[src/rtl/snake_pkg.sv]
// Shared definitions for the snake renderer: VGA 640x480 timing, board geometry,
// palette and the packed {row, col} cell layout used by every snake segment.
package snake_pkg;

    localparam logic [9:0] H_VISIBLE    = 10'd640;
    localparam logic [9:0] H_FRONT      = 10'd16;
    localparam logic [9:0] H_SYNC       = 10'd96;
    localparam logic [9:0] H_BACK       = 10'd48;
    localparam logic [9:0] H_TOTAL      = H_VISIBLE + H_FRONT + H_SYNC + H_BACK;
    localparam logic [9:0] H_LAST       = H_TOTAL - 10'd1;
    localparam logic [9:0] H_SYNC_START = H_VISIBLE + H_FRONT;
    localparam logic [9:0] H_SYNC_END   = H_SYNC_START + H_SYNC;

    localparam logic [9:0] V_VISIBLE    = 10'd480;
    localparam logic [9:0] V_FRONT      = 10'd10;
    localparam logic [9:0] V_SYNC       = 10'd2;
    localparam logic [9:0] V_BACK       = 10'd33;
    localparam logic [9:0] V_TOTAL      = V_VISIBLE + V_FRONT + V_SYNC + V_BACK;
    localparam logic [9:0] V_LAST       = V_TOTAL - 10'd1;
    localparam logic [9:0] V_SYNC_START = V_VISIBLE + V_FRONT;
    localparam logic [9:0] V_SYNC_END   = V_SYNC_START + V_SYNC;

    // Board is 16x16 cells of 30 px, horizontally centred in the visible area
    localparam logic [4:0] CELL_PX      = 5'd30;
    localparam logic [4:0] CELL_LAST    = CELL_PX - 5'd1;
    localparam logic [9:0] BOARD_X0     = 10'd80;
    localparam logic [9:0] BOARD_X_PRE  = BOARD_X0 - 10'd1;
    localparam logic [9:0] BOARD_X_END  = BOARD_X0 + 10'd480;
    localparam logic [9:0] BOARD_Y_END  = 10'd480;

    localparam logic [9:0] SNAP_X       = 10'd0;
    localparam logic [9:0] SNAP_Y       = V_VISIBLE;

    localparam logic [7:0] COL_HEAD     = 8'hFC;
    localparam logic [7:0] COL_BODY     = 8'h1C;
    localparam logic [7:0] COL_FOOD     = 8'hE0;
    localparam logic [7:0] COL_WIN      = 8'h08;
    localparam logic [7:0] COL_LOSE     = 8'h40;
    localparam logic [7:0] COL_BG       = 8'h00;
    localparam logic [7:0] COL_OFF      = 8'h02;
    localparam logic [7:0] COL_BLANK    = 8'h00;

    localparam int SEG_N = 16;
    localparam int LOC_W = SEG_N * 8;

    typedef struct packed {
        logic [3:0] row;
        logic [3:0] col;
    } cell_t;

    // Segment k sits in the top-down byte k of the flat vector; segment 0 is the head
    function automatic cell_t segment_cell(input logic [LOC_W-1:0] flat, input int k);
        return cell_t'(flat[LOC_W-1-8*k -: 8]);
    endfunction

endpackage

[src/rtl/vga_timing.sv]
// 640x480 raster counters advancing on the pixel strobe, with raw sync and
// visible-area flags decoded from the current counter values.
module vga_timing
    import snake_pkg::*;
(
    input  logic       Clk,
    input  logic       Reset_n,
    input  logic       Pix_En,
    output logic [9:0] x_pos,
    output logic [9:0] y_pos,
    output logic       hsync_raw,
    output logic       vsync_raw,
    output logic       visible_raw
);

    logic [9:0] x_reg;
    logic [9:0] y_reg;

    always_ff @(posedge Clk or negedge Reset_n) begin
        if (!Reset_n) begin
            x_reg <= '0;
            y_reg <= '0;
        end else if (Pix_En) begin
            if (x_reg == H_LAST) begin
                x_reg <= '0;
                y_reg <= (y_reg == V_LAST) ? 10'd0 : y_reg + 10'd1;
            end else begin
                x_reg <= x_reg + 10'd1;
            end
        end
    end

    assign x_pos       = x_reg;
    assign y_pos       = y_reg;
    assign hsync_raw   = !((x_reg >= H_SYNC_START) && (x_reg < H_SYNC_END));
    assign vsync_raw   = !((y_reg >= V_SYNC_START) && (y_reg < V_SYNC_END));
    assign visible_raw = (x_reg < H_VISIBLE) && (y_reg < V_VISIBLE);

endmodule

[src/rtl/snake_render.sv]
// Snake game VGA renderer: snapshots game state once per frame during vertical
// blank and draws it through a two-stage pixel pipeline with aligned sync.
module snake_render
    import snake_pkg::*;
(
    input  logic             Clk,
    input  logic             Reset_n,
    input  logic             Pix_En,
    input  logic [LOC_W-1:0] Locations_Flat,
    input  logic [3:0]       Length,
    input  logic [7:0]       Food,
    input  logic             Qw,
    input  logic             Ql,
    output logic             Hsync,
    output logic             Vsync,
    output logic [7:0]       Rgb,
    output logic             Frame_Start
);

    logic [9:0] x_pos;
    logic [9:0] y_pos;
    logic       hsync_raw;
    logic       vsync_raw;
    logic       visible_raw;

    vga_timing u_timing (
        .Clk         (Clk),
        .Reset_n     (Reset_n),
        .Pix_En      (Pix_En),
        .x_pos       (x_pos),
        .y_pos       (y_pos),
        .hsync_raw   (hsync_raw),
        .vsync_raw   (vsync_raw),
        .visible_raw (visible_raw)
    );

    logic snap_hit;
    assign snap_hit    = Pix_En && (x_pos == SNAP_X) && (y_pos == SNAP_Y);
    assign Frame_Start = snap_hit;

    logic [LOC_W-1:0] loc_shadow_reg;
    logic [3:0]       len_shadow_reg;
    cell_t            food_shadow_reg;
    logic             qw_shadow_reg;
    logic             ql_shadow_reg;
    logic             armed_reg;

    always_ff @(posedge Clk or negedge Reset_n) begin
        if (!Reset_n) begin
            loc_shadow_reg  <= '0;
            len_shadow_reg  <= '0;
            food_shadow_reg <= '0;
            qw_shadow_reg   <= 1'b0;
            ql_shadow_reg   <= 1'b0;
            armed_reg       <= 1'b0;
        end else if (snap_hit) begin
            loc_shadow_reg  <= Locations_Flat;
            len_shadow_reg  <= Length;
            food_shadow_reg <= cell_t'(Food);
            qw_shadow_reg   <= Qw;
            ql_shadow_reg   <= Ql;
            armed_reg       <= 1'b1;
        end
    end

    // Sub-cell counters track the pixel currently addressed by x_pos/y_pos,
    // so they are loaded with zero on the strobe just before x=80 and y=0.
    logic [4:0] sub_x_reg;
    logic [3:0] col_reg;
    logic [4:0] sub_y_reg;
    logic [3:0] row_reg;

    always_ff @(posedge Clk or negedge Reset_n) begin
        if (!Reset_n) begin
            sub_x_reg <= '0;
            col_reg   <= '0;
            sub_y_reg <= '0;
            row_reg   <= '0;
        end else if (Pix_En) begin
            if (x_pos == BOARD_X_PRE) begin
                sub_x_reg <= '0;
                col_reg   <= '0;
            end else if (sub_x_reg == CELL_LAST) begin
                sub_x_reg <= '0;
                col_reg   <= col_reg + 4'd1;
            end else begin
                sub_x_reg <= sub_x_reg + 5'd1;
            end

            if (x_pos == H_LAST) begin
                if (y_pos == V_LAST) begin
                    sub_y_reg <= '0;
                    row_reg   <= '0;
                end else if (sub_y_reg == CELL_LAST) begin
                    sub_y_reg <= '0;
                    row_reg   <= row_reg + 4'd1;
                end else begin
                    sub_y_reg <= sub_y_reg + 5'd1;
                end
            end
        end
    end

    // Stage 1: cell address and area flags
    cell_t s1_cell_reg;
    logic  s1_board_reg;
    logic  s1_visible_reg;
    logic  s1_hsync_reg;
    logic  s1_vsync_reg;
    logic  in_board;

    assign in_board = (x_pos >= BOARD_X0) && (x_pos < BOARD_X_END) && (y_pos < BOARD_Y_END);

    always_ff @(posedge Clk or negedge Reset_n) begin
        if (!Reset_n) begin
            s1_cell_reg    <= '0;
            s1_board_reg   <= 1'b0;
            s1_visible_reg <= 1'b0;
            s1_hsync_reg   <= 1'b1;
            s1_vsync_reg   <= 1'b1;
        end else if (Pix_En) begin
            s1_cell_reg    <= '{row: row_reg, col: col_reg};
            s1_board_reg   <= in_board;
            s1_visible_reg <= visible_raw;
            s1_hsync_reg   <= hsync_raw;
            s1_vsync_reg   <= vsync_raw;
        end
    end

    // Stage 2: 16-way segment compare and colour priority
    logic [SEG_N-1:0] seg_hit;

    genvar gi;
    generate
        for (gi = 0; gi < SEG_N; gi++) begin : g_seg
            assign seg_hit[gi] = (segment_cell(loc_shadow_reg, gi) == s1_cell_reg)
                                 && (4'(gi) <= len_shadow_reg);
        end
    endgenerate

    logic [7:0] rgb_next;

    always_comb begin
        rgb_next = COL_BLANK;
        if (armed_reg && s1_visible_reg) begin
            if (!s1_board_reg)                       rgb_next = COL_OFF;
            else if (seg_hit[0])                     rgb_next = COL_HEAD;
            else if (|seg_hit[SEG_N-1:1])            rgb_next = COL_BODY;
            else if (food_shadow_reg == s1_cell_reg) rgb_next = COL_FOOD;
            else if (qw_shadow_reg)                  rgb_next = COL_WIN;
            else if (ql_shadow_reg)                  rgb_next = COL_LOSE;
            else                                     rgb_next = COL_BG;
        end
    end

    logic [7:0] rgb_reg;
    logic       hsync_reg;
    logic       vsync_reg;

    always_ff @(posedge Clk or negedge Reset_n) begin
        if (!Reset_n) begin
            rgb_reg   <= COL_BLANK;
            hsync_reg <= 1'b1;
            vsync_reg <= 1'b1;
        end else if (Pix_En) begin
            rgb_reg   <= rgb_next;
            hsync_reg <= s1_hsync_reg;
            vsync_reg <= s1_vsync_reg;
        end
    end

    assign Rgb   = rgb_reg;
    assign Hsync = hsync_reg;
    assign Vsync = vsync_reg;

endmodule

[config.mk]
export PLATFORM = sky130hd
export DESIGN_NAME = snake_render
export DESIGN_NICKNAME = d
export VERILOG_FILES = /design/src/rtl/snake_pkg.sv /design/src/rtl/vga_timing.sv /design/src/rtl/snake_render.sv
export SDC_FILE = /design/constraint.sdc
export NUM_CORES = 1
export LEC_CHECK = 0
export BUFFER_PORTS_ARGS = -buffer_cell sky130_fd_sc_hd__clkbuf_2
export CAP_MARGIN = 0
export CORE_UTILIZATION = 57
export DETAILED_ROUTE_END_ITERATION = 7
export PLACE_DENSITY = 0.83
export SYNTH_ARGS = -nofsm -noshare
export SYNTH_HDL_FRONTEND = slang
export SYNTH_SLANG_ARGS = --single-unit
[constraint.sdc]
create_clock -name Clk -period 2.6 [get_ports Clk]
set_clock_uncertainty 0.1 [all_clocks]
set_input_delay 0.26 -clock Clk [delete_from_list [all_inputs] [get_ports Clk]]
set_output_delay 0.26 -clock Clk [all_outputs]
set_load 0.1 [all_outputs]
Word level (Yosys, flattened, before mapping)
Cells that the tools add are included.
Word-level totals
  input bits: 145
  output and inout port bits: 11
  word-level logic and storage cells: 125
  flip-flop bits (word level): 203
Operators by class
  multiplexer cells: 17
  add/subtract/negate cells: 6
  reductions and logical operators: 33
  equal/unequal tests: 23
  order comparisons: 24
Operator list (number)
  8-bit equality test: 17
  8-bit 2-to-1 mux: 5
  4-bit <= comparator (first input constant): 8
  10-bit < comparator (second input constant): 3
  1-bit logical AND: 24
  10-bit by 1-bit adder with 10-bit output (second input constant): 2
  10-bit equality test (second input constant): 2
  10-bit by 9-bit < comparator with 1-bit output (second input constant): 2
  10-bit 2-to-1 mux: 2
  5-bit 2-to-1 mux: 4
  3-bit by 4-bit <= comparator with 1-bit output (first input constant): 4
  4-bit 2-to-1 mux: 4
  15-bit OR reduction: 1
  7-bit 2-to-1 mux: 2
  5-bit by 1-bit adder with 5-bit output (second input constant): 2
  10-bit by 7-bit equality test with 1-bit output (second input constant): 1
  10-bit by 9-bit equality test with 1-bit output (second input constant): 1
  5-bit equality test (second input constant): 2
  10-bit greater-or-equal comparator (second input constant): 1
  10-bit by 7-bit greater-or-equal comparator with 1-bit output (second input constant): 1
  10-bit by 9-bit greater-or-equal comparator with 1-bit output (second input constant): 1
  10-bit zero test: 1
  4-bit by 1-bit adder with 4-bit output (second input constant): 2
  1-bit by 4-bit <= comparator with 1-bit output (first input constant): 2
  5 further kinds: 9

Depth between registers and ports, before layout
Gate-level depths: netlist of the first run.
  word-level depth: 7
  gate-level depth with buffers: 10
  gate-level depth less buffers: 8

Modules after synthesis
From an unflattened synthesis of the first run, not the netlist that was laid out.
Unflattened totals
  cell total of the unflattened synthesis: 1123
  area, all modules: 10044.6 µm²
Modules (own cells, without submodules)
  snake_render: area an instance 8952.3 µm², cells an instance 1010, seq. area each 4509.3 µm², times used 1
  vga_timing: area an instance 1092.3 µm², cells an instance 113, seq. area each 500.5 µm², times used 1

Worst setup path after synthesis of the first run
OpenSTA, ideal clock, no wires.
  path type: reg2reg
  from: reg u_timing.y_reg[5], in the netlist u_timing.y_pos[5]
  to: reg loc_shadow_reg[56]
  data required time: 2.373 ns
  clock period less this slack: 2.261 ns
  path buffers: 3
  stages on the path, launching flop included: 8
  setup slack: 0.339 ns
  library setup time: 0.127 ns
  arrival: 2.033 ns
  cell sequence: dfrtp_1 nand4_1 nor4b_1 and3_1 buf_2 buf_4 buf_4 mux2_1
On the way
  longest elaborated chain between the ends: 2
RTL lines
  from (decl): line vga_timing.sv:17  | logic [9:0] y_reg;
  from (signal assigned): line vga_timing.sv:26  | y_reg <= (y_reg == V_LAST) ? 10'd0 : y_reg + 10'd1;
  10-bit by 9-bit equality test with 1-bit output: line snake_render.sv:38  | assign snap_hit = Pix_En && (x_pos == SNAP_X) && (y_pos == SNAP_Y);
  1-bit logical AND: line snake_render.sv:38
  via Frame_Start: line snake_render.sv:17  | output logic Frame_Start
  to (signal assigned): line snake_render.sv:57  | loc_shadow_reg <= Locations_Flat;
  to (decl): line snake_render.sv:41  | logic [LOC_W-1:0] loc_shadow_reg;
The timed path passes the listed nets, and every way through them passes these cells.
A chain may end at the register's enable or synchronous reset.

Worst setup path after layout of the first run
  from: reg u_timing.y_reg[0], in the netlist u_timing.y_pos[0]
  to: out Frame_Start
On the way
  longest elaborated chain between the ends: 2
RTL lines (line)
  10-bit by 9-bit equality test with 1-bit output: snake_render.sv:38
  1-bit logical AND: snake_render.sv:38
  to (decl): snake_render.sv:17
Every way passes these cells.

==> results.txt, run 1 <==
----------------------------------------------------
[Status]
  Run status ... complete, no violations

[Placed design]
  Placed cell area ... 10,900 µm²
  Post-DP HPWL ... around 16 mm
  IO buf count ... 154
  Placement-stage worst setup slack ... 0.0639 ns
  Routability-driven placement congestion ratio ... 0.893

[Timing]
  Count of endpoints failing hold in the final timing report ... 0
  Slew at the pin closest to its max-slew limit ... 0.600 ns
  Final setup vio count ... 0
  Setup_tns ... 0 ns
  Final Worst Setup Slack ... between 0.09 and 0.1 ns
  Number of max-slew violations in the final report ... 0
  Fmax ... 400 MHz
  Final hold slack ... roughly 0.027 ns
  Worst slew margin relative to its limit ... roughly three fifths
  Setup repair after global routing missed its margin ... false
  Fin crit period ... 2.50 ns
  Portion of the clock cycle consumed by the worst path in the final layout ... 96.2%

[Power]
  Power per Cell Area ... 527 nW/µm²
  Maximum VDD drop ... 0.512 mV
  Total leakage power ... 6.63 nW

[Critical path]
  Crit path cell chain ... inv_1 > ha_1 > nand4bb_1 > nor3_1 > and3_4 > buf_12
  Data required time at the worst endpoint ... 2.24 ns
  Endpoint type of the worst setup path ... primary output
  Crit-path max FO ... 14
  Arrival time reported for the critical path endpoint ... between 2 and 2.5 ns
  CP peak stage delay ... 0.45 ns
  Slowest library cell on the worst path ... dfrtp_1
  Kind of start point of the critical path ... flip-flop
  Critical path start-end classification ... flip-flop to primary output

[Drt]
  Initial DRC Count ... 843
  Drt first pass iters ... 6
  DR vias ... 7,823
  Antenna-violating nets left ... 0
  Routed wire length ... slightly below 30 mm
  Final routed DRC violation total ... 0
  Average wire length per cell after detail routing ... 21.7 µm
  Via-to-Cell Ratio ... 5.83

[CTS]
  TritonCTS Buffers ... 17
  Number of clock sinks ... 200
  Cell chosen for the clock root ... clkbuf_16
  Buffers inserted during post-CTS setup optimization ... 0
  Clock latency reported for the late side of the worst-skew pair ... 0.45 ns
  Clock tree from TritonCTS ... built
  Clock tree buffer depth ... 2
  Maximum level of the CTS H-tree ... 4
  Clock slew seen by the registers of the worst setup and hold paths ... 0.07 ns

[Job]
  Max-cap violation count ... 0

[Die]
  Number of top-level pins ... approximately 160
  Die footprint ... between 15,000 and 20,000 µm²
  Starting density of the core ... 59.0%
  Die Y-Extent ... approximately 130 µm
  Placement row count ... 47
  Core area ... 16,700 µm²
  Die span in x ... 133 µm

[Global route]
  Gr ovfl total ... 0
  Largest net degree at the start of global routing ... 73
  Vias in the first global route ... 8,457
  Total global-route track usage ... 34.5%
  Antenna violations before repair ... 3
  Wire length of the first global-routing pass ... 45.7 mm

[Synthesis]
  Total number of yosys warnings ... 0
  Gate count of the mapped netlist ... 815
  Dominant register cell in the synthesized netlist ... dfrtp_1
  Post-synthesis instance area ... approximately 9800 µm²
  Average cell area after synthesis ... 12.1 µm²
  Part of the Yosys area used for sequential elements ... 50.9%
  Synth unique cells ... 56
  Yosys reg bits ... 200
  EDFF count, synth ... 0
  Main area contributors after synthesis ... dfrtp_1 50%, mux2_2 12%, xor2_1 7.3%
  Net count after synthesis ... 970
  Fraction of registers with async set/reset ... 100%
  Top cell type by total area after synthesis ... dfrtp_1
  Top-area cell type share of the netlist area ... 49.8%

[Cells and area]
  Most frequent standard cell in the layout excluding fill and tap cells ... dfrtp_1
  Share of layout cells above drive strength 1 ... 30.3%
  Leading cell types in the layout, fill and taps excluded ... 192 x dfrtp_1, 152 x clkbuf_2, 142 x dlygate4sd3_1
  Synth-to-layout area growth ... 31.2%
  Finished Core Util ... 77.4%
  Area of all placed cells without fillers ... around 13,000 µm²
  Net count, final ... about 1,300
  Number of flip-flops under the largest register name ... 128

[Hold path]
  Class of the tightest hold or removal check ... primary input to flip-flop

----------------------------------------------------
-- final timing paths --
path / from / slack (ns) / endpoint / cells past startpoint
worst max-delay path: u_timing.y_pos[0] / 0.1 / Frame_Start / 6
worst min register to register: s1_hsync_reg / 0.39 / s1_hsync_reg / 2
worst max register to register: len_shadow_reg[1] / 0.13 / Rgb[4] / 7
worst min-delay path: Locations_Flat[90] / 0.03 / loc_shadow_reg[90] / 2
max in group asynchronous: Reset_n / 1.30 / loc_shadow_reg[92] / 3
min in group asynchronous: Reset_n / 0.28 / food_shadow_reg[1] / 2
-- timing repair --
item,in CTS,in global routing
endpoints found under the setup margin,1,15
gates resized for setup,1,5
hold buffers,142,0
endpoints found under the hold margin,207,0
pin swaps,0,1
-- cells by family after synthesis --
group	synth area share, %
buffers and inverters	3.44
XOR/XNOR	13.3
multiplexers	17.5
flip-flops	50.9
other	0.0381
AO/OA/AOI/OAI	4.23
adder cells (fa/ha/maj)	1.27
AND/OR/NAND/NOR	9.31
-- worst max-delay path, delay by kind of cell (launching register included) --
kind          cells  cell delay, ns
simple gates      3            0.71
flops             1            0.45
buf+inv           2            0.35
fa+ha+maj         1            0.19
-- final cells by class --
type	instances	area (µm²)
Clock inverter	11	111
Inverter	12	45.0
Clock buffer	20	467
Multi-Input combinational cell	551	4510
Antenna cell	3	7.51
Fill cell	961	3780
Timing Repair Buffer	325	2480
Sequential cell	200	5010
Tap cell	220	275
-- power by group --
group / internal [mW] / switching (mW) / total (mW)
Clock: 1.41 / 1.26 / 2.66
Sequential: 3.20 / 0.123 / 3.32
Combinational: 0.419 / 0.401 / 0.820
-- cell usage after synthesis (7+ instances only) --
library cell  instances
a21oi_1              12
and3_1                8
buf_2                28
buf_4                13
clkbuf_1              7
dfrtp_1             196
ha_1                 10
inv_1                11
mux2_1               46
mux2_2              105
nand2_1              38
nand3_1              15
nand4_1              29
nor2_1               26
nor3_1               11
nor4_1               19
o21ai_0              30
xnor2_1              68
xor2_1               82
-- per-layer routing --
layer	vias up	GRT usage, %	wire [µm]
li1	3424	-	-
met1	3843	39.0	10500
met2	412	57.9	14500
met3	144	7.99	2000
met4	0	24.4	1990
met5	-	0	0
-- per-stage QoR --
stage | cells | power, mW
after global placement | 1166 | 3.97
after detailed placement | 1166 | 3.99
after CTS | 1339 | 6.73
after global routing | 1341 | 7.01
after floorplan | 815 | 3.69
final | 1342 | 6.80
Note: power is estimated with default switching activity, not from simulation.
==> inputs of run 2 (changes only) <==
--- a/config.mk
+++ b/config.mk
@@ -7,9 +7,10 @@
 export LEC_CHECK = 0
 export BUFFER_PORTS_ARGS = -buffer_cell sky130_fd_sc_hd__clkbuf_2
 export CAP_MARGIN = 0
-export CORE_UTILIZATION = 57
+export CORE_UTILIZATION = 59
+export CTS_BUF_LIST = sky130_fd_sc_hd__clkbuf_2 sky130_fd_sc_hd__clkbuf_4 sky130_fd_sc_hd__clkbuf_8
 export DETAILED_ROUTE_END_ITERATION = 7
-export PLACE_DENSITY = 0.83
+export PLACE_DENSITY = 0.86
 export SYNTH_ARGS = -nofsm -noshare
 export SYNTH_HDL_FRONTEND = slang
 export SYNTH_SLANG_ARGS = --single-unit
==> results.txt, run 2 (same netlist as run 1, synthesis figures left out) <==
----------------------------------------------------
[CTS]
  Clock latency reported for the late side of the worst-skew pair ... 0.49 ns (+0.04 ns)
  Number of clock sinks ... 200 (unchanged)
  Maximum level of the CTS H-tree ... 4 (unchanged)
  TritonCTS Buffers ... 17 (unchanged)
  Clock tree from TritonCTS ... built
  Clock slew seen by the registers of the worst setup and hold paths ... 0.11 ns (+0.04 ns)
  Cell chosen for the clock root ... clkbuf_8
  Clock tree buffer depth ... 2 (unchanged)

[Timing]
  Fmax ... 397 MHz (-0.61%)
  Final setup vio count ... 0 (unchanged)
  Slew at the pin closest to its max-slew limit ... 0.675 ns (+0.0748 ns)
  Fin crit period ... 2.52 ns (+0.0153 ns)
  Number of max-slew violations in the final report ... 0 (unchanged)
  Setup repair after global routing missed its margin ... false
  Worst slew margin relative to its limit ... 55.0% (-5.0 points)
  Setup_tns ... 0 ns (unchanged)
  Count of endpoints failing hold in the final timing report ... 0 (unchanged)
  Final Worst Setup Slack ... 0.0823 ns (-0.0153 ns)
  Portion of the clock cycle consumed by the worst path in the final layout ... 96.8% (+0.59 points)

[Placed design]
  Placed cells ... 1,158 (-0.69%)
  Post-DP HPWL ... 16.6 mm (+2.2%)
  Routability-driven placement congestion ratio ... 0.923 (+3.4%)
  Placement-stage worst setup slack ... 0.156 ns (+0.0922 ns)
  IO buf count ... 154 (unchanged)

[Global route]
  Gr ovfl total ... 0 (unchanged)
  Largest net degree at the start of global routing ... 69 (-5.5%)
  Total global-route track usage ... 37.1% (+2.6 points)
  Wire length of the first global-routing pass ... 48.4 mm (+6.0%)
  Vias in the first global route ... 8,513 (+0.66%)
  Antenna violations before repair ... 5 (+2)

[Hold path]
  Launch point of the worst hold path ... Pix_En
  Class of the tightest hold or removal check ... primary input to flip-flop

[Drt]
  Final routed DRC violation total ... 0 (unchanged)
  Initial DRC Count ... 729 (-14%)
  Via-to-Cell Ratio ... 6.03 (+3.4%)
  Routed wire length ... 31.2 mm (+7.5%)
  Antenna-violating nets left ... 0 (unchanged)
  DR vias ... 8,093 (+3.5%)
  Average wire length per cell after detail routing ... 23.3 µm (+7.4%)
  Drt first pass iters ... 6 (unchanged)

[Die]
  Die Y-Extent ... 131 µm (-1.7%)
  Die footprint ... 17,200 µm² (-3.3%)
  Placement row count ... 46 (-2.1%)
  Die span in x ... 131 µm (-1.7%)
  Core area ... 16,100 µm² (-3.5%)
  Number of top-level pins ... 156 (unchanged)
  Starting density of the core ... 61.1% (+2.1 points)

[Critical path]
  Endpoint type of the worst setup path ... flip-flop
  Crit-path max FO ... 11 (-3)
  Data required time at the worst endpoint ... 2.91 ns (+0.67 ns)
  Arrival time reported for the critical path endpoint ... 2.83 ns (+0.69 ns)
  Reg-to-reg critical path startpoint ... s1_cell_reg[7]
  Critical path start-end classification ... flip-flop to flip-flop
  Kind of start point of the critical path ... flip-flop
  Critical Path Source ... s1_cell_reg[7]

[Power]
  Power per Cell Area ... 487 nW/µm² (-7.5%)
  Clk pwr share ... 33.3% (-5.9 points)
  Internal power summed over all cells ... 4.49 mW (-11%)
  Net switching power of the design ... 1.76 mW (-1.2%)
  Relative contribution of combinational cells to total power ... 13.4% (+1.3 points)
  Part of the total power dissipated in sequential elements ... 53.3% (+4.5 points)
  Total leakage power ... 6.58 nW (-0.73%)
  Maximum VDD drop ... 0.389 mV (-24%)
  Sw Share ... 28.2% (+2.0 points)

[Cells and area]
  Number of flip-flops under the largest register name ... 128 (unchanged)
  Final cell count without fillers ... 1,343 (+0.075%)
  Leading cell types in the layout, fill and taps excluded ... 193 x dfrtp_1, 152 x clkbuf_2, 143 x dlygate4sd3_1
  Most frequent standard cell in the layout excluding fill and tap cells ... dfrtp_1
  Synth-to-layout area growth ... 30.2%
  Net count, final ... 1,264 (+0.16%)
  Share of layout cells above drive strength 1 ... 30.6% (+0.28 points)

[Job]
  Max-cap violation count ... 0 (unchanged)

[Status]
  Run status ... complete, no violations

----------------------------------------------------
-- run 2: cell types whose count changed in the layout (fill, tap and decap cells not counted), moves of 2 or more --
| cell | previous run | this run |
|---|---|---|
| diode_2 | 3 | 5 |
| clkinv_4 | 3 | 1 |
| clkbuf_8 | 4 | 18 |
| buf_4 | 25 | 23 |
| buf_12 | 5 | 7 |
| clkinvlp_4 | 2 | 4 |
| clkbuf_16 | 17 | 1 |
-- run 2: final cells by class --
| type | instances | area (µm²) |
|---|---|---|
| antenna | 5 | 12.5 |
| clock buffer | 17 | 234 |
| clock inverter | 15 | 164 |
| fill | 881 | 3290 |
| inverter | 12 | 45.0 |
| multi-input combinational | 551 | 4540 |
| sequential | 200 | 5010 |
| tap | 216 | 270 |
| timing repair buffer | 327 | 2540 |
-- run 2: power groups by stage --
stage / registers (mW) / clock network [mW] / logic [mW]
global placement: 3.37 / 0 / 0.589
global route: 3.35 / 2.20 / 0.897
floorplan: 3.31 / 0 / 0.382
detailed placement: 3.37 / 0 / 0.610
finish: 3.33 / 2.08 / 0.838
CTS: 3.31 / 2.04 / 0.783
-- run 2: final timing paths --
path                                 endpoint  slack [ns]  cells past startpoint
max                                    Rgb[5]        0.08                      7
min                              s1_vsync_reg        0.15                      4
max reg2reg                            Rgb[5]        0.08                      7
min reg2reg                      sub_x_reg[4]        0.41                      1
max in group asynchronous  loc_shadow_reg[13]        1.40                      3
min in group asynchronous   loc_shadow_reg[9]        0.23                      2
-- run 2: per-stage QoR --
stage | hold WS (ns) | area [µm²] | util [%] | power [mW]
3_3_place_gp | 0.213 | 10900 | 67.5 | 3.96
4_1_cts | 0.117 | 12700 | 79.0 | 6.14
6_report | 0.148 | 12800 | 79.6 | 6.25
2_1_floorplan | -0.136 | 9850 | - | 3.69
5_1_grt | 0.187 | 12800 | 79.6 | 6.45
3_5_place_dp | 0.214 | 10900 | 67.5 | 3.98
-- run 2: repair_timing --
action	CTS	global route
endpoints found under the setup margin	1	6
setup buffers	1	3
endpoints found under the hold margin	205	0
gates resized for setup	1	8
cloned	0	1
pin swaps	1	2
hold buffers	143	0
-- run 2: critical path, stage by stage (launching register included) --
cell and delay, ns:
dfrtp_1 0.79, xor2_1 0.27, nor4_1 0.10, nand4_1 0.11, nand4_1 0.21, nor4_2 0.42
nand4_1 0.21, o21ai_1 0.23
-- run 2: per-layer routing --
metal  vias to the layer above  global-route usage, %  wire length [µm]
li1                       3430                      -                 -
met1                      3976                   43.7             11200
met2                       510                   60.7             15400
met3                       177                   8.26              2450
met4                         0                   25.8              2220
met5                         -                      0                 0
